`src/rtl/snes_pkg.sv`:
```
// Shared state encoding, button indices and raw-to-button conversion for the SNES controller reader.
package snes_pkg;

    typedef enum logic [2:0] {
        ST_IDLE     = 3'd0,
        ST_LATCH    = 3'd1,
        ST_SHIFT_LO = 3'd2,
        ST_SHIFT_HI = 3'd3,
        ST_DONE     = 3'd4
    } snes_state_e;

    localparam int unsigned BTN_B      = 0;
    localparam int unsigned BTN_Y      = 1;
    localparam int unsigned BTN_SELECT = 2;
    localparam int unsigned BTN_START  = 3;
    localparam int unsigned BTN_UP     = 4;
    localparam int unsigned BTN_DOWN   = 5;
    localparam int unsigned BTN_LEFT   = 6;
    localparam int unsigned BTN_RIGHT  = 7;
    localparam int unsigned BTN_A      = 8;
    localparam int unsigned BTN_X      = 9;
    localparam int unsigned BTN_L      = 10;
    localparam int unsigned BTN_R      = 11;

    localparam int unsigned NUM_BUTTONS = 12;
    localparam logic [3:0]  LAST_PULSE  = 4'd15;

    // Controller lines are active-low; buttons are reported active-high.
    function automatic logic [NUM_BUTTONS-1:0] raw_to_buttons(input logic [15:0] raw);
        logic [NUM_BUTTONS-1:0] btn;
        btn = '0;
        for (int i = 0; i < NUM_BUTTONS; i++) begin
            btn[i] = ~raw[i];
        end
        return btn;
    endfunction

endpackage

```
`src/rtl/snes_tick_gen.sv`:
```
// Half-bit timer: counts CLK_DIV cycles and flags the last one; restarts whenever the FSM changes state.
module snes_tick_gen #(
    parameter int unsigned CLK_DIV = 300
) (
    input  logic clk,
    input  logic reset,
    input  logic restart,
    output logic last_tick
);
    localparam int unsigned CW       = (CLK_DIV > 1) ? $clog2(CLK_DIV) : 1;
    localparam logic [CW-1:0] CNT_LAST = CW'(CLK_DIV - 1);

    logic [CW-1:0] cnt_r;

    // Divider counter, wraps on the last cycle or on a state change.
    always_ff @(posedge clk or negedge reset) begin
        if (!reset) begin
            cnt_r <= '0;
        end else if (restart || (cnt_r == CNT_LAST)) begin
            cnt_r <= '0;
        end else begin
            cnt_r <= cnt_r + CW'(1);
        end
    end

    assign last_tick = (cnt_r == CNT_LAST);

endmodule

```
`src/rtl/snes_reader.sv`:
```
// SNES controller poller: latches, clocks out 16 bits and publishes 12 buttons once per poll period.
// Optional macro SNES_CONNECT_CHECK_EN: validate raw[15:12] == 4'b1111 as a controller-present signature.
module snes_reader
    import snes_pkg::*;
#(
    parameter int unsigned CLK_DIV     = 300,
    parameter int unsigned POLL_PERIOD = 833333
) (
    input  logic        clk,
    input  logic        reset,
    input  logic        snes_in,
    output logic        snes_latch,
    output logic        snes_clk,
    output logic [11:0] snes_data,
    output logic        data_valid,
    output logic        connected
);
    localparam int unsigned PW = (POLL_PERIOD > 1) ? $clog2(POLL_PERIOD) : 1;
    localparam logic [PW-1:0] POLL_LAST = PW'(POLL_PERIOD - 1);

    logic [1:0]    sync_r;
    logic          sync_s;
    logic [PW-1:0] poll_r;
    snes_state_e   st_r, st_next_s;
    logic          tick_s, restart_s, sample_s, load_s;
    logic          half_r;
    logic [3:0]    pulse_r;
    logic [15:0]   raw_r;
    logic          snes_latch_r, snes_clk_r, data_valid_r, connected_r;
    logic [11:0]   snes_data_r;

    // Two-flop synchronizer; idles high like an unpressed line.
    always_ff @(posedge clk or negedge reset) begin
        if (!reset) begin
            sync_r <= 2'b11;
        end else begin
            sync_r <= {sync_r[0], snes_in};
        end
    end
    assign sync_s = sync_r[1];

    // Free-running poll counter; zero marks a poll start.
    always_ff @(posedge clk or negedge reset) begin
        if (!reset) begin
            poll_r <= '0;
        end else if (poll_r == POLL_LAST) begin
            poll_r <= '0;
        end else begin
            poll_r <= poll_r + PW'(1);
        end
    end

    snes_tick_gen #(.CLK_DIV(CLK_DIV)) u_tick (
        .clk       (clk),
        .reset     (reset),
        .restart   (restart_s),
        .last_tick (tick_s)
    );

    // State register.
    always_ff @(posedge clk or negedge reset) begin
        if (!reset) begin
            st_r <= ST_IDLE;
        end else begin
            st_r <= st_next_s;
        end
    end

    // Next-state logic and sample strobe; LATCH spans two half-bits via half_r.
    always_comb begin
        st_next_s = st_r;
        sample_s  = 1'b0;
        case (st_r)
            ST_IDLE: begin
                if (poll_r == '0) begin
                    st_next_s = ST_LATCH;
                end else begin
                    st_next_s = ST_IDLE;
                end
            end
            ST_LATCH: begin
                if (tick_s && half_r) begin
                    st_next_s = ST_SHIFT_LO;
                    sample_s  = 1'b1;
                end else begin
                    st_next_s = ST_LATCH;
                end
            end
            ST_SHIFT_LO: begin
                if (tick_s) begin
                    st_next_s = ST_SHIFT_HI;
                end else begin
                    st_next_s = ST_SHIFT_LO;
                end
            end
            ST_SHIFT_HI: begin
                if (tick_s && (pulse_r == LAST_PULSE)) begin
                    st_next_s = ST_DONE;
                end else if (tick_s) begin
                    st_next_s = ST_SHIFT_LO;
                    sample_s  = 1'b1;
                end else begin
                    st_next_s = ST_SHIFT_HI;
                end
            end
            ST_DONE: begin
                st_next_s = ST_IDLE;
            end
            default: begin
                st_next_s = ST_IDLE;
            end
        endcase
    end

    assign restart_s = (st_next_s != st_r);
    assign load_s    = (st_next_s == ST_DONE);

    // Latch half-bit flag, pulse index and raw shift register.
    always_ff @(posedge clk or negedge reset) begin
        if (!reset) begin
            half_r  <= 1'b0;
            pulse_r <= 4'd0;
            raw_r   <= 16'h0000;
        end else begin
            if (st_r != ST_LATCH) begin
                half_r <= 1'b0;
            end else if (tick_s) begin
                half_r <= ~half_r;
            end
            if (st_r == ST_IDLE) begin
                pulse_r <= 4'd0;
            end else if ((st_r == ST_SHIFT_HI) && tick_s) begin
                pulse_r <= pulse_r + 4'd1;
            end
            if (sample_s) begin
                raw_r <= {sync_s, raw_r[15:1]};
            end
        end
    end

    // Registered outputs, aligned with the state they belong to.
    always_ff @(posedge clk or negedge reset) begin
        if (!reset) begin
            snes_latch_r <= 1'b0;
            snes_clk_r   <= 1'b1;
            data_valid_r <= 1'b0;
            snes_data_r  <= 12'h000;
            connected_r  <= 1'b0;
        end else begin
            snes_latch_r <= (st_next_s == ST_LATCH);
            snes_clk_r   <= (st_next_s != ST_SHIFT_LO);
            data_valid_r <= load_s;
            if (load_s) begin
`ifdef SNES_CONNECT_CHECK_EN
                if (raw_r[15:12] == 4'b1111) begin
                    snes_data_r <= raw_to_buttons(raw_r);
                    connected_r <= 1'b1;
                end else begin
                    snes_data_r <= 12'h000;
                    connected_r <= 1'b0;
                end
`else
                snes_data_r <= raw_to_buttons(raw_r);
                connected_r <= 1'b1;
`endif
            end
        end
    end

    assign snes_latch = snes_latch_r;
    assign snes_clk   = snes_clk_r;
    assign data_valid = data_valid_r;
    assign snes_data  = snes_data_r;
    assign connected  = connected_r;

endmodule

```
`config.mk`:
```
export PLATFORM = sky130hd
export DESIGN_NAME = snes_reader
export DESIGN_NICKNAME = d
export VERILOG_FILES = /design/src/rtl/snes_pkg.sv /design/src/rtl/snes_tick_gen.sv /design/src/rtl/snes_reader.sv
export SDC_FILE = /design/constraint.sdc
export NUM_CORES = 1
export LEC_CHECK = 0
export BUFFER_PORTS_ARGS = -buffer_cell sky130_fd_sc_hd__buf_2
export CORE_MARGIN = 10
export CORE_UTILIZATION = 40
export DETAILED_ROUTE_END_ITERATION = 6
export SYNTH_ARGS = -nofsm -noshare
export SYNTH_HDL_FRONTEND = slang
export SYNTH_SLANG_ARGS = --single-unit
```
`constraint.sdc`:
```
create_clock -name clk -period 4.45 [get_ports clk]
set_input_delay 0.445 -clock clk [delete_from_list [all_inputs] [get_ports clk]]
set_output_delay 0.445 -clock clk [all_outputs]
set_load 0.05 [all_outputs]
```
==> metrics.md, run 1 <==
| Metric | Value |
|---|---|
| Status | `complete, no violations` |
| CTS tree | `built` |
| Overflow left after global routing | `0` |
| Multi-input gate area | `1260 sq um` |
| Number of nets still failing antenna checks after routing | `0` |
| Total power per unit cell area | `364 nW/um^2` |
| Dominant delay contributor by cell family on the critical path | `simple AND/OR/NAND/NOR gates` |
| Post-synthesis cell count | `282` |
| Most used standard cell by instance count after synthesis | `dfrtp_1` |
| Fraction of layout cells with a size suffix above 1 | `20.5%` |
| Worst min-delay path category | `input port to asynchronous set/reset pin` |
| Highest net fanout along the worst path | `16` |
| Longest individual stage delay on the worst path | `0.70 ns` |
| DRC errors left | `0` |
| Hold-fix buffers, CTS | `0` |
| Top cells by instance count after synthesis | `dfrtp_1 (68), nand2_1 (25), nor2_1 (19)` |
| Post-DR vias/cell | `5.09` |
| GR Util All Layers | `10.7%` |
| Cell with the biggest individual delay on the critical path | `nor3b_4` |
| Total die area | `11800 sq um` |
| Count of final setup violators | `0` |
| Critical Path Sink Type | `flip-flop` |
| Inst Count DP | `393` |
| Crit path arrival time | `2.52 ns` |
| Share of the clock period used by the worst path | `51.6%` |
| Number of enable flip-flop cells after synthesis | `0` |
| Total inserted antenna cells | `0` |
| Crit path cell chain | `ha_1 -> and4b_1 -> nand3_2 -> nor3b_4 -> mux2_2` |
| Launching element of the worst setup path | `u_tick.cnt_r[0]` |
| CP Class | `flip-flop to flip-flop` |
| Clock tree root buffer cell | `clkbuf_8` |
| Total number of placement rows | `32` |
| Maximum vdd ir drop | `301 uV` |
| Area of placed instances | `3310 sq um` |
| TritonRoute pass-1 iters | `4` |
| MaxCap Viol Count | `0` |
| Area Overhead vs Synth | `13.8%` |
| Wire length reported by the detailed router | `5.69 mm` |
| Buffers & Inverters on Critical Path | `0` |
| Total of flip-flops plus latches after synthesis | `71` |
| Largest clock skew in the final design | `0.00857 ns` |
| Netlist cell types | `43` |
| Final Slew Violations | `0` |
| Ports | `19` |
| Total CTS buffers | `9` |
| Storage cell area | `1780 sq um` |
| Fillcell total | `760` |
| Number of hold violations in the final report | `0` |
| CP Data Required Time | `4.68 ns` |
| Tightest slew margin relative to the limit | `40.6%` |
| Min Tclk post-route | `2.29 ns` |
| Height of the die | `109 um` |
| Sum of net half-perimeters after detailed placement | `3.87 mm` |
| Count of port buffers added during placement | `18` |
| Final core utilization | `46.4%` |
| CTS H-Tree Depth | `3` |
| Count of synthesis-stage warnings from yosys | `0` |
| Routability Congestion | `0.794` |
| Seq/Total Area, Yosys | `56.8%` |
| Number of global-route vias before repair | `2066` |
| Async set-or-reset flop fraction in the synthesized netlist | `100%` |
| Core Footprint | `7690 sq um` |
| Clock sink total | `71` |
| Post-synth design cell area | `3130 sq um` |
| Most common flop cell mapped by yosys | `dfrtp_1` |
| Post-Synthesis Mean Instance Area | `11.1 sq um` |
| Total negative slack | `0 ns` |
| Post-CTS Setup Inserts | `0` |
| Start of the worst register-to-register path | `u_tick.cnt_r[0]` |
| Syn nets | `289` |
| Initial antenna violation count | `0` |
| Leakage power figure | `1.63 nW` |
| Sort of element at the start of the critical path | `flip-flop` |
| Unrepaired setup endpoints after global routing | `no` |
| Detailed router's first-iteration violation count | `53` |
| Post-route cell area | `3570 sq um` |
| Largest cells by area after synthesis | `dfrtp_1 (54%), mux2_2 (5.7%), xnor2_1 (4.8%)` |
| Wire length of the first global-routing pass | `10.1 mm` |
| Clk Latency, worst-skew pair | `0.35 ns` |
| Clock Path Buffers | `2` |
| Nets | `309` |
| Final Instance Count excl. Fillers | `409` |
| Routed wire length per instance | `13.9 um` |
| Reg clk slew, reported paths | `0.08 ns` |
| Top achievable clock speed | `0.436 GHz` |
| Via Count | `2080` |
| PnR Total Power | `1.30 mW` |
| Cell type contributing the most total cell area after synthesis | `dfrtp_1` |
| Number of gates resized after CTS | `0` |
| Chip Width | `109 um` |
| Pin count of the biggest net entering global routing | `37` |
| Effective utilization at floorplan | `40.8%` |
| Transition time at the pin with the least slew margin | `0.888 ns` |
| Post-synth top area share | `54.3%` |
## cells by family after synthesis
| family | count (synthesis) | synth area share [%] |
|---|---|---|
| flip-flops | 71 | 56.8 |
| AND/OR/NAND/NOR | 113 | 19.6 |
| buffers and inverters | 21 | 2.91 |
| multiplexers | 17 | 6.07 |
| XOR/XNOR | 23 | 6.43 |
| adder cells (fa/ha/maj) | 4 | 1.60 |
| AO/OA/AOI/OAI | 33 | 6.55 |
## stage by stage
step	hold slack (ns)	setup slack (ns)
2_1_floorplan	0.149	2.51
3_3_place_gp	0.346	2.20
3_5_place_dp	0.347	2.12
4_1_cts	0.178	2.11
5_1_grt	0.176	1.97
6_report	0.178	2.16
## path summary, 6_finish.rpt
path | to | slack (ns) | depth (start not counted)
max | raw_r[14] | 2.16 | 5
min | poll_r[13] | 0.18 | 1
max reg2reg | raw_r[14] | 2.16 | 5
min reg2reg | sync_r[1] | 0.36 | 0
max in group asynchronous | snes_clk | 3.30 | 2
min in group clk | sync_r[0] | 0.20 | 1
## worst reg2reg max path, delay by kind of cell, from the launching register on
family	cells	cell delay (ns)
and+or+nand+nor	3	1.14
muxes	1	0.42
DFF	1	0.39
adders and majority gates	1	0.23
## cell usage in the layout, fill, tap and decap left out, types with 2 or more instances in the layout
cell type,n
dfrtp_1,68
nand2_1,25
nor2_1,19
buf_2,18
xnor2_1,17
o21ai_0,16
mux2_2,16
nor3_1,15
nand4_1,13
nand3_1,12
inv_1,10
clkbuf_8,10
nor4_1,7
xor2_1,6
a31o_2,4
a21oi_1,4
and4_1,4
ha_1,4
and3_1,3
nand2b_1,3
bufinv_16,3
dfstp_2,3
o22ai_1,2
nor2b_1,2
inv_6,2
buf_4,2
## report_power, final
group / leakage (nW) / total, mW / switching [mW] / internal (mW)
logic: 0.561 / 0.0134 / 0.0122 / 0.00118
clock network: 0.124 / 0.639 / 0.248 / 0.391
registers: 0.947 / 0.647 / 0.000198 / 0.646
## per-layer routing
metal / vias up / global-route usage, % / share of wire [%]
li1: 1038 / - / -
met1: 1011 / 13.3 / 47
met2: 23 / 16.4 / 47
met3: 8 / 4.16 / 4.8
met4: 0 / 3.95 / 1.4
met5: - / 0 / 0
## flip-flops by register name, summed over array words and instances (netlist names), 2 cells and up
register and flops:
sync_r 2, raw_r 16, st_r 3, poll_r 20, snes_data 12, pulse_r 4, u_tick.cnt_r 9
## cell type report
class	instances	area share, %
flip-flops and latches	71	49.9
multi-input cells	190	35.4
clock buffers	10	3.86
well taps	102	3.58
clock inverters	6	3.23
repair buffers	20	2.95
inverters	10	1.05
No activity file was read; power rests on OpenSTA's default activity.
==> run 2: changes to the inputs <==
==> constraint.sdc (replaced) <==
create_clock -name clk -period 1.9 [get_ports clk]
set_input_delay 0.19 -clock clk [delete_from_list [all_inputs] [get_ports clk]]
set_output_delay 0.19 -clock clk [all_outputs]
set_load 0.05 [all_outputs]
==> run 2 against run 1 <==
Global-route usage increased by 0.15 points. Critical path type unchanged. Worst hold slack improved by 0.084 ns. Clock power increased by 110%. Combinational power increased to 3.0 times the previous value. Largest power group unchanged.
==> metrics.md, run 2 (synthesized netlist as in run 1, its figures left out) <==
| Metric | Value |
|---|---|
| Via Count | `2178 (+4.7%)` |
| MaxCap Viol Count | `0 (unchanged)` |
| Top achievable clock speed | `0.545 GHz (+25%)` |
| Comb power frac | `1.4% (+0.4 points)` |
| Total die area | `11800 sq um (unchanged)` |
| Reg-to-reg slack, setup | `0.06 ns (-2.09 ns)` |
| Final Instance Count excl. Fillers | `433 (+5.9%)` |
| Sequential fraction of design power | `51.9% (+2.1 points)` |
| Routability Congestion | `0.776 (-2.2%)` |
| Wire length reported by the detailed router | `5.83 mm (+2.4%)` |
| Routed wire length per instance | `13.5 um (-3.3%)` |
| Sort of element at the start of the critical path | `flip-flop` |
| Most common cell after layout, fill and taps aside | `dfrtp_1` |
| CP Data Required Time | `2.13 ns (-2.55 ns)` |
| Highest net fanout along the worst path | `16 (unchanged)` |
| Worst-case reg-to-reg path depth | `6 (+1)` |
| Post-DR vias/cell | `5.03 (-1.1%)` |
| Fraction of layout cells with a size suffix above 1 | `26.3% (+5.8 points)` |
| GR Util All Layers | `10.8% (+0.15 points)` |
| Crit path arrival time | `2.07 ns (-0.45 ns)` |
| Effective utilization at floorplan | `40.8% (unchanged)` |
| Reg clk slew, reported paths | `0.08 ns (about the same)` |
| Worst hold-check slack | `0.262 ns (+0.0839 ns)` |
| CTS H-Tree Depth | `3 (unchanged)` |
| Pin count of the biggest net entering global routing | `29 (-22%)` |
| PnR Total Power | `2.91 mW (+120%)` |
| Final Slew Violations | `0 (unchanged)` |
| Leakage power figure | `1.74 nW (+6.9%)` |
| CTS tree | `built` |
| Maximum vdd ir drop | `464 uV (+54%)` |
| Most frequent cells in the layout | `dfrtp_1 (68), nand2_1 (25), buf_4 (22)` |
| Total power per unit cell area | `776 nW/um^2 (+110%)` |
| Min Tclk post-route | `1.84 ns (-0.459 ns)` |
| CP Class | `flip-flop to flip-flop` |
| Total number of placement rows | `32 (unchanged)` |
| Transition time at the pin with the least slew margin | `0.388 ns (-0.500 ns)` |
| TritonRoute pass-1 iters | `4 (unchanged)` |
| Count of final setup violators | `0 (unchanged)` |
| Wire length of the first global-routing pass | `10.2 mm (+1.5%)` |
| Height of the die | `109 um (unchanged)` |
| Number of nets still failing antenna checks after routing | `0 (unchanged)` |
| Clk Latency, worst-skew pair | `0.35 ns (about the same)` |
| Number of global-route vias before repair | `2168 (+4.9%)` |
| Chip Width | `109 um (unchanged)` |
| Clock Power Share | `46.7% (-2.5 points)` |
| Switching portion of total power | `21.7% (+1.7 points)` |
| Clock sink total | `71 (unchanged)` |
| Critical Path Sink Type | `flip-flop` |
| Number of hold violations in the final report | `0 (unchanged)` |
| Area Overhead vs Synth | `19.9%` |
| Status | `complete, no violations` |
| Initial antenna violation count | `0 (unchanged)` |
| Detailed router's first-iteration violation count | `83 (+57%)` |
| Launching element of the worst setup path | `u_tick.cnt_r[0]` |
| Worst min-delay path category | `input port to asynchronous set/reset pin` |
| Tightest slew margin relative to the limit | `74.1% (+34 points)` |
| Largest reg by FF count | `poll_r` |
| Clock Path Buffers | `2 (unchanged)` |
| Unrepaired setup endpoints after global routing | `yes` |
| Core Footprint | `7690 sq um (unchanged)` |
| Switching power summed over all nets | `0.633 mW (+140%)` |
| Critical Path End | `raw_r[8]` |
| Total negative slack | `0 ns (unchanged)` |
| Total inserted antenna cells | `0 (unchanged)` |
| Start of the worst register-to-register path | `u_tick.cnt_r[0]` |
| Ports | `19 (unchanged)` |
| Share of the clock period used by the worst path | `96.6% (+45 points)` |
| Inst Count DP | `414 (+5.3%)` |
| Largest clock skew in the final design | `0.00698 ns (-0.00158 ns)` |
| Clock tree root buffer cell | `clkbuf_8` |
| Cell-internal power | `2.28 mW (+120%)` |
| Count of port buffers added during placement | `18 (unchanged)` |
| DRC errors left | `0 (unchanged)` |
| Endpoint of the worst register-to-register path | `raw_r[8]` |
| Overflow left after global routing | `0 (unchanged)` |
| Flip-flop count of the largest register, all copies and words added | `20 (unchanged)` |
| Total CTS buffers | `9 (unchanged)` |
| Sum of net half-perimeters after detailed placement | `4.14 mm (+7.0%)` |
| Nets | `333 (+7.8%)` |
-- run 2: repair_timing --
item	4_1_cts	5_1_grt
hold buffers	2	0
setup endpoints to repair	0	25
buffers inserted	0	1
hold endpoints to repair	11	0
gates resized for setup	0	1
-- run 2: per-layer routing --
layer	share of wire (%)	vias up	global-route usage [%]
met4	1.3	0	5.18
met2	48	22	16.5
met1	46	1064	13.6
met5	0	-	0
li1	-	1086	-
met3	3.9	6	3.45
-- run 2: area by class of cell --
cell class | count | area (sq um)
Inverter | 10 | 37.5
Clock inverter | 7 | 103
Sequential cell | 71 | 1780
Tap cell | 102 | 128
Timing Repair Buffer | 44 | 315
Multi-Input combinational cell | 190 | 1270
Fill cell | 722 | 3930
Clock buffer | 9 | 124
-- run 2: worst min-delay path by stage --
stage / start / end / slack (ns) / cells past startpoint
6_report: reset / raw_r[1] / 0.26 / 2
2_1_floorplan: reset / connected / -0.11 / 0
4_1_cts: reset / raw_r[1] / 0.25 / 2
3_3_place_gp: reset / raw_r[1] / 0.11 / 1
3_5_place_dp: reset / raw_r[1] / 0.11 / 1
5_1_grt: reset / raw_r[1] / 0.28 / 2
-- run 2: power groups by stage --
stage	Sequential [mW]	Combinational (mW)	Clock, mW
final	1.51	0.0404	1.36
after global placement	1.54	0.0414	0
after CTS	1.51	0.0440	1.41
after detailed placement	1.54	0.0409	0
after floorplan	1.54	0.0000170	0
after global routing	1.51	0.0485	1.49
-- run 2: stage by stage --
step	worst slack, ns	utilization (%)	area [sq um]
after floorplan	0.00107	-	3140
after global placement	0.0658	45.5	3500
after detailed placement	0.0691	45.5	3500
after CTS	0.0348	48.7	3740
after global routing	-0.0211	48.9	3760
final	0.0640	48.9	3760
-- run 2: worst max-delay path: stages (launching register included) --
cell	delay (ns)
dfrtp_1	0.38
ha_2	0.18
and4b_1	0.24
nand3_2	0.14
nor3b_4	0.25
buf_12	0.18
mux2_2	0.34
